File: src/rtl/mips_writeback_ctrl.sv
// Register-file write-side controller: result FIFO, drain to the write port, and pending-write scoreboard.
// Optional same-cycle bypass of an empty FIFO is enabled by defining MIPS_WB_BYPASS_EN.
module mips_writeback_ctrl #(
   parameter int DEPTH = 4
) (
   input  logic                     clock,
   input  logic                     reset,
   input  logic                     issue_valid,
   input  logic [4:0]               issue_reg,
   input  logic                     result_valid,
   output logic                     result_ready,
   input  logic [4:0]               result_reg,
   input  logic [31:0]              result_data,
   input  logic                     wb_stall,
   output logic                     RegWrite,
   output logic [4:0]               write_reg,
   output logic [31:0]              write_data,
   input  logic [4:0]               check_reg_1,
   input  logic [4:0]               check_reg_2,
   output logic                     busy_1,
   output logic                     busy_2,
   output logic [$clog2(DEPTH):0]   fifo_count
);

   localparam int            AW      = $clog2(DEPTH);
   localparam logic [AW:0]   LP_FULL = (AW+1)'(DEPTH);

   logic [4:0]    r_fifo_reg  [DEPTH];
   logic [31:0]   r_fifo_data [DEPTH];
   logic [AW-1:0] r_wr_ptr;
   logic [AW-1:0] r_rd_ptr;
   logic [AW:0]   r_count;
   logic [31:0]   r_pending;

   logic          w_empty;
   logic          w_pop;
   logic          w_push;
   logic          w_bypass;
   logic [31:0]   w_set_mask;
   logic [31:0]   w_clr_mask;
   logic [31:0]   w_pending_nxt;

   assign w_empty      = (r_count == '0);
   assign result_ready = (r_count < LP_FULL);
   assign w_pop        = !w_empty && !wb_stall;

`ifdef MIPS_WB_BYPASS_EN
   assign w_bypass = w_empty && !wb_stall && result_valid;
`else
   assign w_bypass = 1'b0;
`endif

   // A bypassed result goes straight to the write port and is never stored.
   assign w_push = result_valid && result_ready && !w_bypass;

   always_comb begin
      RegWrite   = 1'b0;
      write_reg  = '0;
      write_data = '0;
      if (!w_empty) begin
         write_reg  = r_fifo_reg[r_rd_ptr];
         write_data = r_fifo_data[r_rd_ptr];
         RegWrite   = w_pop && (r_fifo_reg[r_rd_ptr] != 5'd0);
      end else if (w_bypass) begin
         write_reg  = result_reg;
         write_data = result_data;
         RegWrite   = (result_reg != 5'd0);
      end
   end

   // Issue set is applied after the write clear so a re-issue to the same index keeps it pending.
   always_comb begin
      w_set_mask    = '0;
      w_clr_mask    = '0;
      if (issue_valid) w_set_mask = 32'd1 << issue_reg;
      if (RegWrite)    w_clr_mask = 32'd1 << write_reg;
      w_pending_nxt = ((r_pending & ~w_clr_mask) | w_set_mask) & ~32'd1;
   end

   always_ff @(posedge clock) begin
      if (reset) begin
         r_wr_ptr  <= '0;
         r_rd_ptr  <= '0;
         r_count   <= '0;
         r_pending <= '0;
      end else begin
         r_pending <= w_pending_nxt;
         if (w_push) r_wr_ptr <= r_wr_ptr + 1'b1;
         if (w_pop)  r_rd_ptr <= r_rd_ptr + 1'b1;
         case ({w_push, w_pop})
            2'b10:   r_count <= r_count + 1'b1;
            2'b01:   r_count <= r_count - 1'b1;
            default: r_count <= r_count;
         endcase
      end
   end

   always_ff @(posedge clock) begin
      if (w_push) begin
         r_fifo_reg[r_wr_ptr]  <= result_reg;
         r_fifo_data[r_wr_ptr] <= result_data;
      end
   end

   assign busy_1     = r_pending[check_reg_1];
   assign busy_2     = r_pending[check_reg_2];
   assign fifo_count = r_count;

endmodule
File: config.mk
export PLATFORM = sky130hd
export DESIGN_NAME = mips_writeback_ctrl
export DESIGN_NICKNAME = d
export VERILOG_FILES = /design/src/rtl/mips_writeback_ctrl.sv
export SDC_FILE = /design/constraint.sdc
export NUM_CORES = 1
export LEC_CHECK = 0
export CAP_MARGIN = 20
export CORE_MARGIN = 2
export CORE_UTILIZATION = 55
export CTS_BUF_LIST = sky130_fd_sc_hd__clkbuf_16
export CTS_CLUSTER_SIZE = 24
export DETAILED_ROUTE_END_ITERATION = 8
export GPL_TIMING_DRIVEN = 1
export PLACE_DENSITY = 0.81
export SLEW_MARGIN = 0
export SYNTH_ARGS = -nofsm -noshare
export SYNTH_HDL_FRONTEND = slang
export SYNTH_SLANG_ARGS = --single-unit
File: constraint.sdc
create_clock -name clock -period 2.79 [get_ports clock]
set_clock_uncertainty 0.05 [all_clocks]
set_input_delay 0.558 -clock clock [delete_from_list [all_inputs] [get_ports clock]]
set_output_delay 0.558 -clock clock [all_outputs]
set_load 0.03 [all_outputs]
==> impl_metrics.csv, run 1 <==
group,metric,value,unit
status,outcome,"complete, but fails checks",
status,violations,"negative setup slack",
sta,worst_slack,-0.0771,ns
cts,cts_tree,"done",
yosys,syn_inst,515,
global_routing,grt_max_degree,50,
sta,rsz0062_at_grt,"yes",
worst_setup_path,endpoint_kind,"output pin",
run,maxCapViolCount,0,
power,p_int,5.94,mW
floorplan,die_w,124,microns
sta,drv_slew,0,
power,vdd_drop_max,0.000782,V
worst_setup_path,cp_max_fo,6,
sta,min_period_over_period,103,%
global_routing,antenna_found_initial,0,
yosys,synth_seq_cells,188,
power,clkPwrFrac,26.4,%
place,dp_hpwl,11500,microns
layout,final_cells,837,
sta,fmax,349,MHz
yosys,syn_avg_cell_area,15.5,sq um
cts,cts_max_level,4,
layout,fill_cells,946,
power,p_leak,3.49,nW
floorplan,dieHeight,124,microns
cts,clk_pin_slew,0.06,ns
yosys,yosysUniqueCellTypes,40,
power,power_density,889,nW/um^2
yosys,ys_seq_area_share,65.8,%
cts,cts-root-buf,"clkbuf_16",
layout,final_cell_area,9920,sq um
routing,drt-total-wl,17100,microns
sta,fin_hold_ws,0.453,ns
worst_setup_path,ff2ff_path_depth,5,
sta,relSlewSlack,58.7,%
place,placed_area,9380,sq um
power,pwr-share-seq,39.2,%
global_routing,grt_use_total,23.2,%
yosys,yosys_warnings,0,
power,p_switching,2.88,mW
floorplan,initial_core_util,55.5,%
routing,vias,4838,
sta,worst_pin_slew,0.611,ns
floorplan,die_area,15500,sq um
layout,final_common_cell,"edfxtp_1",
min_path,hold_path_end,"r_pending[24]",
place,placed_cells,801,
worst_setup_path,reg2reg_to,"r_pending[9]",
yosys,synth_area,7970,sq um
floorplan,core,14400,sq um
place,portBuffers,100,
layout,syn_to_final_growth,24.4,%
layout,drive_gt1_share,22.5,%
place,gp_congestion,0.944,
cts,clkLatencyLatePin,0.43,ns
routing,vias_per_cell,5.78,
routing,first_iter_violations,482,
global_routing,grt_pass1_wl,27300,microns
routing,drt_drc_violations_left,0,
sta,min_period,2.87,ns
layout,diodes,0,
cts,clkSinkCount,188,
routing,ant_nets,0,
layout,fin_nets,703,
worst_setup_path,crit_arrival,2.26,ns
global_routing,grt_pass1_vias,5107,
cts,clock_path_buffers,2,
floorplan,io_pins,101,
yosys,syn-num-nets,578,
global_routing,grt_overflow,0,
worst_setup_path,cp-start-kind,"flop",
sta,finalHoldViolCount,0,
min_path,hold-path-cell-count,2,
routing,dr.pass1.iters,5,
power,swShare,32.6,%
min_path,holdCritPathClass,"reg2reg",
routing,detail_route.wl_per_cell,20.4,microns
worst_setup_path,cp_data_required_time,2.18,ns
sta,setup_viol,1,
worst_setup_path,reg2reg_slack,0.47,ns
layout,final_cell_mix,"148 x edfxtp_1, 55 x nor2b_1, 54 x clkdlybuf4s50_1",
worst_setup_path,crit_type,"reg2out",
layout,post-route-util,69.0,%
floorplan,num_rows,44,
layout,largest_reg_flops,128,
power,pwr-share-comb,34.4,%
cts,cts_buffers,17,
min_path,hold_start,"r_pending[24]",
-- cells by family after synthesis --
logic type,synth area share (%)
flip-flops,65.8
AND/OR/NAND/NOR,11.5
AO/OA/AOI/OAI,4.25
multiplexers,14.9
buffers and inverters,1.91
adder cells (fa/ha/maj),1.04
XOR/XNOR,0.549
-- timing repair --
item / 4_1_cts / 5_1_grt
pin swaps: 2 / 0
setup endpoints to repair: 35 / 12
gates resized for setup: 49 / 27
hold buffers: 0 / 0
endpoints found under the hold margin: 0 / 0
setup buffers: 2 / 2
-- worst max-delay path by stage --
stage                               from       end  slack [ns]  cells after the start
after global routing                flop  RegWrite       -0.14                      5
after global placement    check_reg_2[1]    busy_2       -0.56                      6
after detailed placement  check_reg_2[1]    busy_2       -0.57                      6
final                               flop  RegWrite       -0.08                      5
after CTS                           flop  RegWrite       -0.13                      5
after floorplan           check_reg_1[1]    busy_1        0.27                      5
-- metrics by stage --
| step | power [mW] | setup TNS [ns] | worst slack (ns) |
|---|---|---|---|
| CTS | 8.89 | -0.216 | -0.133 |
| global placement | 6.65 | -1.10 | -0.561 |
| finish | 8.82 | -0.0771 | -0.0771 |
| global route | 9.18 | -0.137 | -0.137 |
| floorplan | 5.45 | 0 | 0.273 |
| detailed placement | 6.69 | -1.12 | -0.570 |
-- area by class of cell --
class / instances / area, sq um / share of cell area (%)
inverter: 9 / 33.8 / 0.341
multi-input combinational: 290 / 2590 / 26.1
clock inverter: 15 / 151 / 1.53
tap: 184 / 230 / 2.32
clock buffer: 17 / 425 / 4.29
timing repair buffer: 134 / 1240 / 12.5
sequential: 188 / 5250 / 52.9
-- power by group through the flow --
stage / Clock (mW) / Combinational (mW) / Sequential [mW]
final: 2.33 / 3.03 / 3.46
after global placement: 0 / 3.16 / 3.49
after global routing: 2.45 / 3.24 / 3.48
after floorplan: 0 / 1.97 / 3.49
after CTS: 2.36 / 3.06 / 3.47
after detailed placement: 0 / 3.17 / 3.52
-- worst max-delay path, cell delays in order (launching register included) --
cell and delay, ns:
dfxtp_4 0.40, buf_6 0.11, mux4_2 0.49, or3_4 0.40
o31a_1 0.28, buf_6 0.15
-- per-layer routing --
layer | GRT usage (%) | routed length [microns]
met3 | 6.92 | 1170
met5 | 0 | 0
met4 | 8.20 | 364
met2 | 37.8 | 8610
met1 | 29.8 | 6930
-- synth_stat cells (all sizes together) --
library cell	instances	share of area, %
edfxtp	148	56
and2	4	0.31
inv	9	0.42
a21oi	24	1.5
o211a	2	0.25
nand4b	1	0.11
nand4bb	4	0.56
dfxtp	40	10
xor2	2	0.22
nor2b	55	4.3
nand2	43	2.0
nand3	8	0.50
nor4bb	1	0.13
nor3	5	0.31
or4	1	0.14
mux2	6	0.85
mux4	49	14
ha	5	0.78
fa	1	0.25
clkbuf	22	1.0
o211ai	2	0.19
o31a	1	0.11
or3	2	0.16
mux2i	2	0.25
and4b	1	0.13
buf	6	0.46
or3b	1	0.11
or4b	4	0.60
nand3b	4	0.38
nor2	14	0.66
xnor2	3	0.33
nor3b	4	0.38
o21ai	32	2.0
and3b	4	0.44
nor4b	1	0.11
nand4	2	0.16
a22oi	2	0.19
Note: power is estimated with default switching activity, not from simulation.
==> run 2, diff against run 1 <==
Settings changed: CORE_UTILIZATION 55 to 59, PLACE_DENSITY 0.81 to 0.86.
Clock period 2.79 ns to 3.38 ns, I/O delays scaled along.
==> impl_metrics.csv, run 2 (same netlist as run 1, synthesis figures left out) <==
group,metric,value,unit
routing,detail_route.wl_per_cell,22.5,microns
routing,vias_per_cell,6.08,
worst_setup_path,cp_data_required_time,2.65,ns
place,gp_congestion,0.935,
sta,relSlewSlack,59.4,%
global_routing,grt_overflow,0,
routing,ant_nets,0,
layout,fin_nets,690,
cts,clkLatencyLatePin,0.43,ns
worst_setup_path,crit_type,"in2out",
sta,setup_viol,0,
sta,worst_pin_slew,0.601,ns
worst_setup_path,cpLargestDelayFamily,"buffers and inverters",
cts,clk_pin_slew,0.07,ns
worst_setup_path,cp_max_fo,4,
cts,cts_buffers,17,
sta,min_period,3.33,ns
min_path,holdCritPathClass,"reg2reg",
global_routing,grt_pass1_vias,5085,
layout,final_cells,816,
place,portBuffers,100,
routing,drt-total-wl,18300,microns
floorplan,initial_core_util,60.2,%
sta,rsz0062_at_grt,"no",
floorplan,die_area,14500,sq um
floorplan,core,13200,sq um
run,maxCapViolCount,0,
global_routing,grt_pass1_wl,28300,microns
cts,cts-root-buf,"clkbuf_16",
layout,post-route-util,74.4,%
place,dp_hpwl,11600,microns
worst_setup_path,crit_arrival,2.60,ns
power,vdd_drop_max,0.000548,V
routing,dr.pass1.iters,5,
layout,final_common_cell,"edfxtp_1",
place,placed_cells,784,
floorplan,dieHeight,120,microns
cts,clock_path_buffers,2,
sta,fmax,300,MHz
global_routing,grt_use_total,26.6,%
routing,drt_drc_violations_left,0,
worst_setup_path,cp_cell_sequence,"clkdlybuf4s50_1 -> mux4_2 -> mux2i_1 -> nand3_1 -> o211a_1 -> dlygate4sd2_1",
worst_setup_path,slowest_delay,0.61,ns
layout,final_cell_mix,"148 x edfxtp_1, 93 x clkdlybuf4s50_1, 55 x nor2b_1",
layout,largest_reg_flops,128,
cts,clkSinkCount,188,
sta,drv_slew,0,
global_routing,antenna_found_initial,1,
power,power_density,750,nW/um^2
routing,vias,4964,
power,p_leak,3.33,nW
worst_setup_path,endpoint_kind,"output pin",
worst_setup_path,crit_path_top_delay_cell,"clkdlybuf4s50_1",
floorplan,die_w,120,microns
routing,first_iter_violations,414,
floorplan,io_pins,101,
layout,fill_cells,771,
sta,finalHoldViolCount,0,
cts,cts_tree,"done",
cts,cts_max_level,4,
layout,syn_to_final_growth,23.7,%
status,outcome,"finished, final reports clean",
layout,drive_gt1_share,18.4,%
floorplan,num_rows,42,
layout,diodes,0,
worst_setup_path,path_buf_inv,2,
worst_setup_path,cp-start-kind,"input port",
cts,post_cts_buffers,0,
global_routing,grt_max_degree,50,
sta,min_period_over_period,98.5,%
run 2: cell types whose count changed in the layout (fill, tap and decap cells not counted), sizes merged:
cell	change
bufinv	-1
dlygate4sd2	-23
buf	-20
clkbuf	-11
dlymetal6s2s	+2
clkinv	-1
clkinvlp	+1
clkdlybuf4s50	+39
inv	+1
run 2: metal layers:
metal  wire (microns)  track usage [%]
met4              665             13.2
met2             8940             41.1
met1             7410             36.0
met5               13                0
met3             1320             6.27
run 2: cell type report:
type / count / area (sq um) / area share, %
multi-input combinational: 290 / 2580 / 26.2
clock inverter: 15 / 155 / 1.57
sequential: 188 / 5250 / 53.3
tap: 176 / 220 / 2.23
timing repair buffer: 121 / 1190 / 12.1
clock buffer: 17 / 425 / 4.32
inverter: 9 / 33.8 / 0.343
run 2: worst register-to-register path, stage by stage, from the launching register on:
cell     delay (ns)
dfxtp_1        0.43
nor3_2         0.07
buf_4          0.28
nor2_1         0.29
ha_1           0.23
inv_1          0.06
fa_1           0.38
xor2_1         0.16
or3_1          0.30
a21oi_1        0.14
run 2: worst paths after layout:
path                                      from       endpoint  slack, ns  cells past startpoint
worst min-delay path              r_pending[3]   r_pending[3]       0.45                      2
worst min register to register    r_pending[3]   r_pending[3]       0.45                      2
worst max register to register   fifo_count[2]  fifo_count[2]       0.92                      9
worst max-delay path            check_reg_1[1]         busy_1       0.05                      6
run 2: timing repair:
action                                  CTS  global route
resized for setup                         3             4
cloned                                    0             0
endpoints found under the hold margin     0             0
endpoints found under the setup margin   14             3
hold buffers                              0             0
pin swaps                                 0             0
run 2: metrics by stage:
step           instance area, sq um  hold WS (ns)  setup slack [ns]  power (mW)  setup TNS (ns)
2_1_floorplan                  7970         0.410             0.627        4.50               0
3_3_place_gp                   9270         0.436            -0.204        5.41          -0.357
3_5_place_dp                   9270         0.435            -0.196        5.48          -0.377
4_1_cts                        9850         0.447            0.0407        7.44               0
5_1_grt                        9860         0.482           0.00934        7.66               0
6_report                       9860         0.452            0.0514        7.39               0
run 2: power breakdown:
part	total [mW]	internal [mW]	switching (mW)
sequential	2.89	2.76	0.129
combinational	2.57	1.12	1.44
clock	1.94	1.04	0.899
==> run 3, diff against run 2 <==
Settings changed: CORE_UTILIZATION 59 to 55, PLACE_DENSITY 0.86 to 0.81.
Clock period 3.38 ns to 3.3 ns, I/O delays scaled along.
==> impl_metrics.csv, run 3 (same netlist as run 1, synthesis figures left out) <==
group,metric,value,unit
status,outcome,"finished, final reports clean",
place,dp_hpwl,12400,microns
power,power_density,771,nW/um^2
floorplan,initial_core_util,55.5,%
min_path,hold_path_end,"r_pending[6]",
power,vdd_drop_max,0.000580,V
worst_setup_path,cp-start-kind,"input port",
floorplan,core,14400,sq um
worst_setup_path,regToRegStartpoint,"fifo_count[2]",
routing,dr.pass1.iters,4,
layout,final_common_cell,"edfxtp_1",
layout,final_cell_mix,"148 x edfxtp_1, 89 x clkdlybuf4s50_1, 55 x nor2b_1",
run,maxCapViolCount,0,
worst_setup_path,reg2reg_slack,0.88,ns
worst_setup_path,crit_type,"in2out",
worst_setup_path,cp_cell_sequence,"clkdlybuf4s50_1 -> buf_4 -> mux4_2 -> nand3b_1 -> nand4_1 -> o211a_1 -> dlygate4sd2_1",
place,portBuffers,100,
sta,finalHoldViolCount,0,
routing,detail_route.wl_per_cell,21.8,microns
layout,drive_gt1_share,18.5,%
layout,final_cells,827,
worst_setup_path,cp_data_required_time,2.59,ns
sta,fmax,316,MHz
cts,cts-root-buf,"clkbuf_16",
place,dp_worst_setup_slack,-0.295,ns
worst_setup_path,cpLargestDelayFamily,"buffers and inverters",
global_routing,antenna_found_initial,0,
floorplan,io_pins,101,
layout,diodes,0,
worst_setup_path,reg2reg_to,"fifo_count[2]",
sta,min_period,3.17,ns
worst_setup_path,path_buf_inv,3,
layout,fin_nets,693,
layout,syn_to_final_growth,24.8,%
cts,cts_max_level,4,
cts,cts_tree,"done",
sta,fin_hold_ws,0.455,ns
place,placed_area,9320,sq um
routing,ant_nets,0,
sta,drv_slew,0,
sta,worst_pin_slew,0.641,ns
worst_setup_path,crit_path_top_delay_cell,"clkdlybuf4s50_1",
global_routing,grt_pass1_wl,28600,microns
worst_setup_path,slowest_delay,0.52,ns
worst_setup_path,cp_max_fo,7,
floorplan,die_area,15500,sq um
routing,vias_per_cell,6.03,
global_routing,grt_max_degree,50,
sta,fin_tns_setup,0,ns
global_routing,grt_overflow,0,
routing,first_iter_violations,409,
worst_setup_path,endpoint_kind,"output pin",
min_path,hold_start,"r_pending[6]",
layout,post-route-util,69.3,%
global_routing,grt_use_total,24.3,%
floorplan,die_w,124,microns
power,power.total,7.68,mW
place,placed_cells,792,
min_path,hold-path-cell-count,2,
sta,worst_slack,0.133,ns
global_routing,grt_pass1_vias,5246,
layout,largest_reg_flops,128,
routing,vias,4987,
routing,drt_drc_violations_left,0,
sta,rsz0062_at_grt,"no",
floorplan,dieHeight,124,microns
sta,min_period_over_period,96.0,%
floorplan,num_rows,44,
cts,cts_buffers,17,
cts,clock_path_buffers,2,
layout,final_cell_area,9950,sq um
cts,clkLatencyLatePin,0.42,ns
layout,fill_cells,933,
worst_setup_path,ff2ff_path_depth,9,
sta,relSlewSlack,56.9,%
worst_setup_path,crit_arrival,2.46,ns
place,gp_congestion,0.899,
power,p_leak,3.39,nW
cts,clkSinkCount,188,
min_path,holdCritPathClass,"reg2reg",
routing,drt-total-wl,18100,microns
sta,setup_viol,0,
cts,clk_pin_slew,0.06,ns
==> run 3: cell types whose count changed in the layout (fill, tap and decap cells not counted), sizes merged <==
cell	delta
buf	+3
bufinv	+2
clkdlybuf4s50	-4
clkinv	+3
dlygate4sd2	+3
dlymetal6s2s	+1
inv	-5
==> run 3: where the power goes <==
| group | switching [mW] | total [mW] | leakage, nW | internal (mW) |
|---|---|---|---|---|
| sequential | 0.119 | 2.95 | 1.68 | 2.83 |
| clock | 0.851 | 2.04 | 0.290 | 1.19 |
| combinational | 1.49 | 2.69 | 1.41 | 1.20 |
| total | 2.46 | 7.68 | 3.39 | 5.22 |
==> run 3: final cells by class <==
cell class | count | area (sq um) | area share [%]
tap | 184 | 230 | 2.31
sequential | 188 | 5250 | 52.8
clock inverter | 15 | 171 | 1.72
inverter | 9 | 33.8 | 0.339
clock buffer | 17 | 425 | 4.27
multi-input combinational | 290 | 2580 | 26.0
timing repair buffer | 124 | 1250 | 12.6
==> run 3: worst max path at each step <==
stage	endpoint	from	slack (ns)	depth (start not counted)
global route	busy_1	check_reg_1[4]	0.06	7
global placement	busy_1	check_reg_1[0]	-0.24	6
finish	busy_1	check_reg_1[4]	0.13	7
floorplan	busy_1	check_reg_1[1]	0.58	5
CTS	write_reg[4]	flop	0.008	4
detailed placement	busy_1	check_reg_1[0]	-0.30	6
==> run 3: worst register-to-register path, delay by kind of cell (launching register included) <==
kind / cells / cell delay (ns)
AND/OR/NAND/NOR: 3 / 0.67
adder cells (fa/ha/maj): 2 / 0.61
flip-flops: 1 / 0.43
buffers and inverters: 2 / 0.25
XOR/XNOR: 1 / 0.18
AO/OA/AOI/OAI: 1 / 0.16
==> run 3: what timing repair did <==
action	CTS	global route
endpoints found under the setup margin	3	10
gates resized for setup	5	9
hold buffers	0	0
buffers inserted	0	3
==> run 3: layer usage <==
metal	GRT usage, %	wire [microns]	vias up
met5	0	0	-
met4	10.9	535	0
met3	5.71	1110	43
li1	-	-	2214
met1	30.6	7160	2516
met2	40.4	9250	214
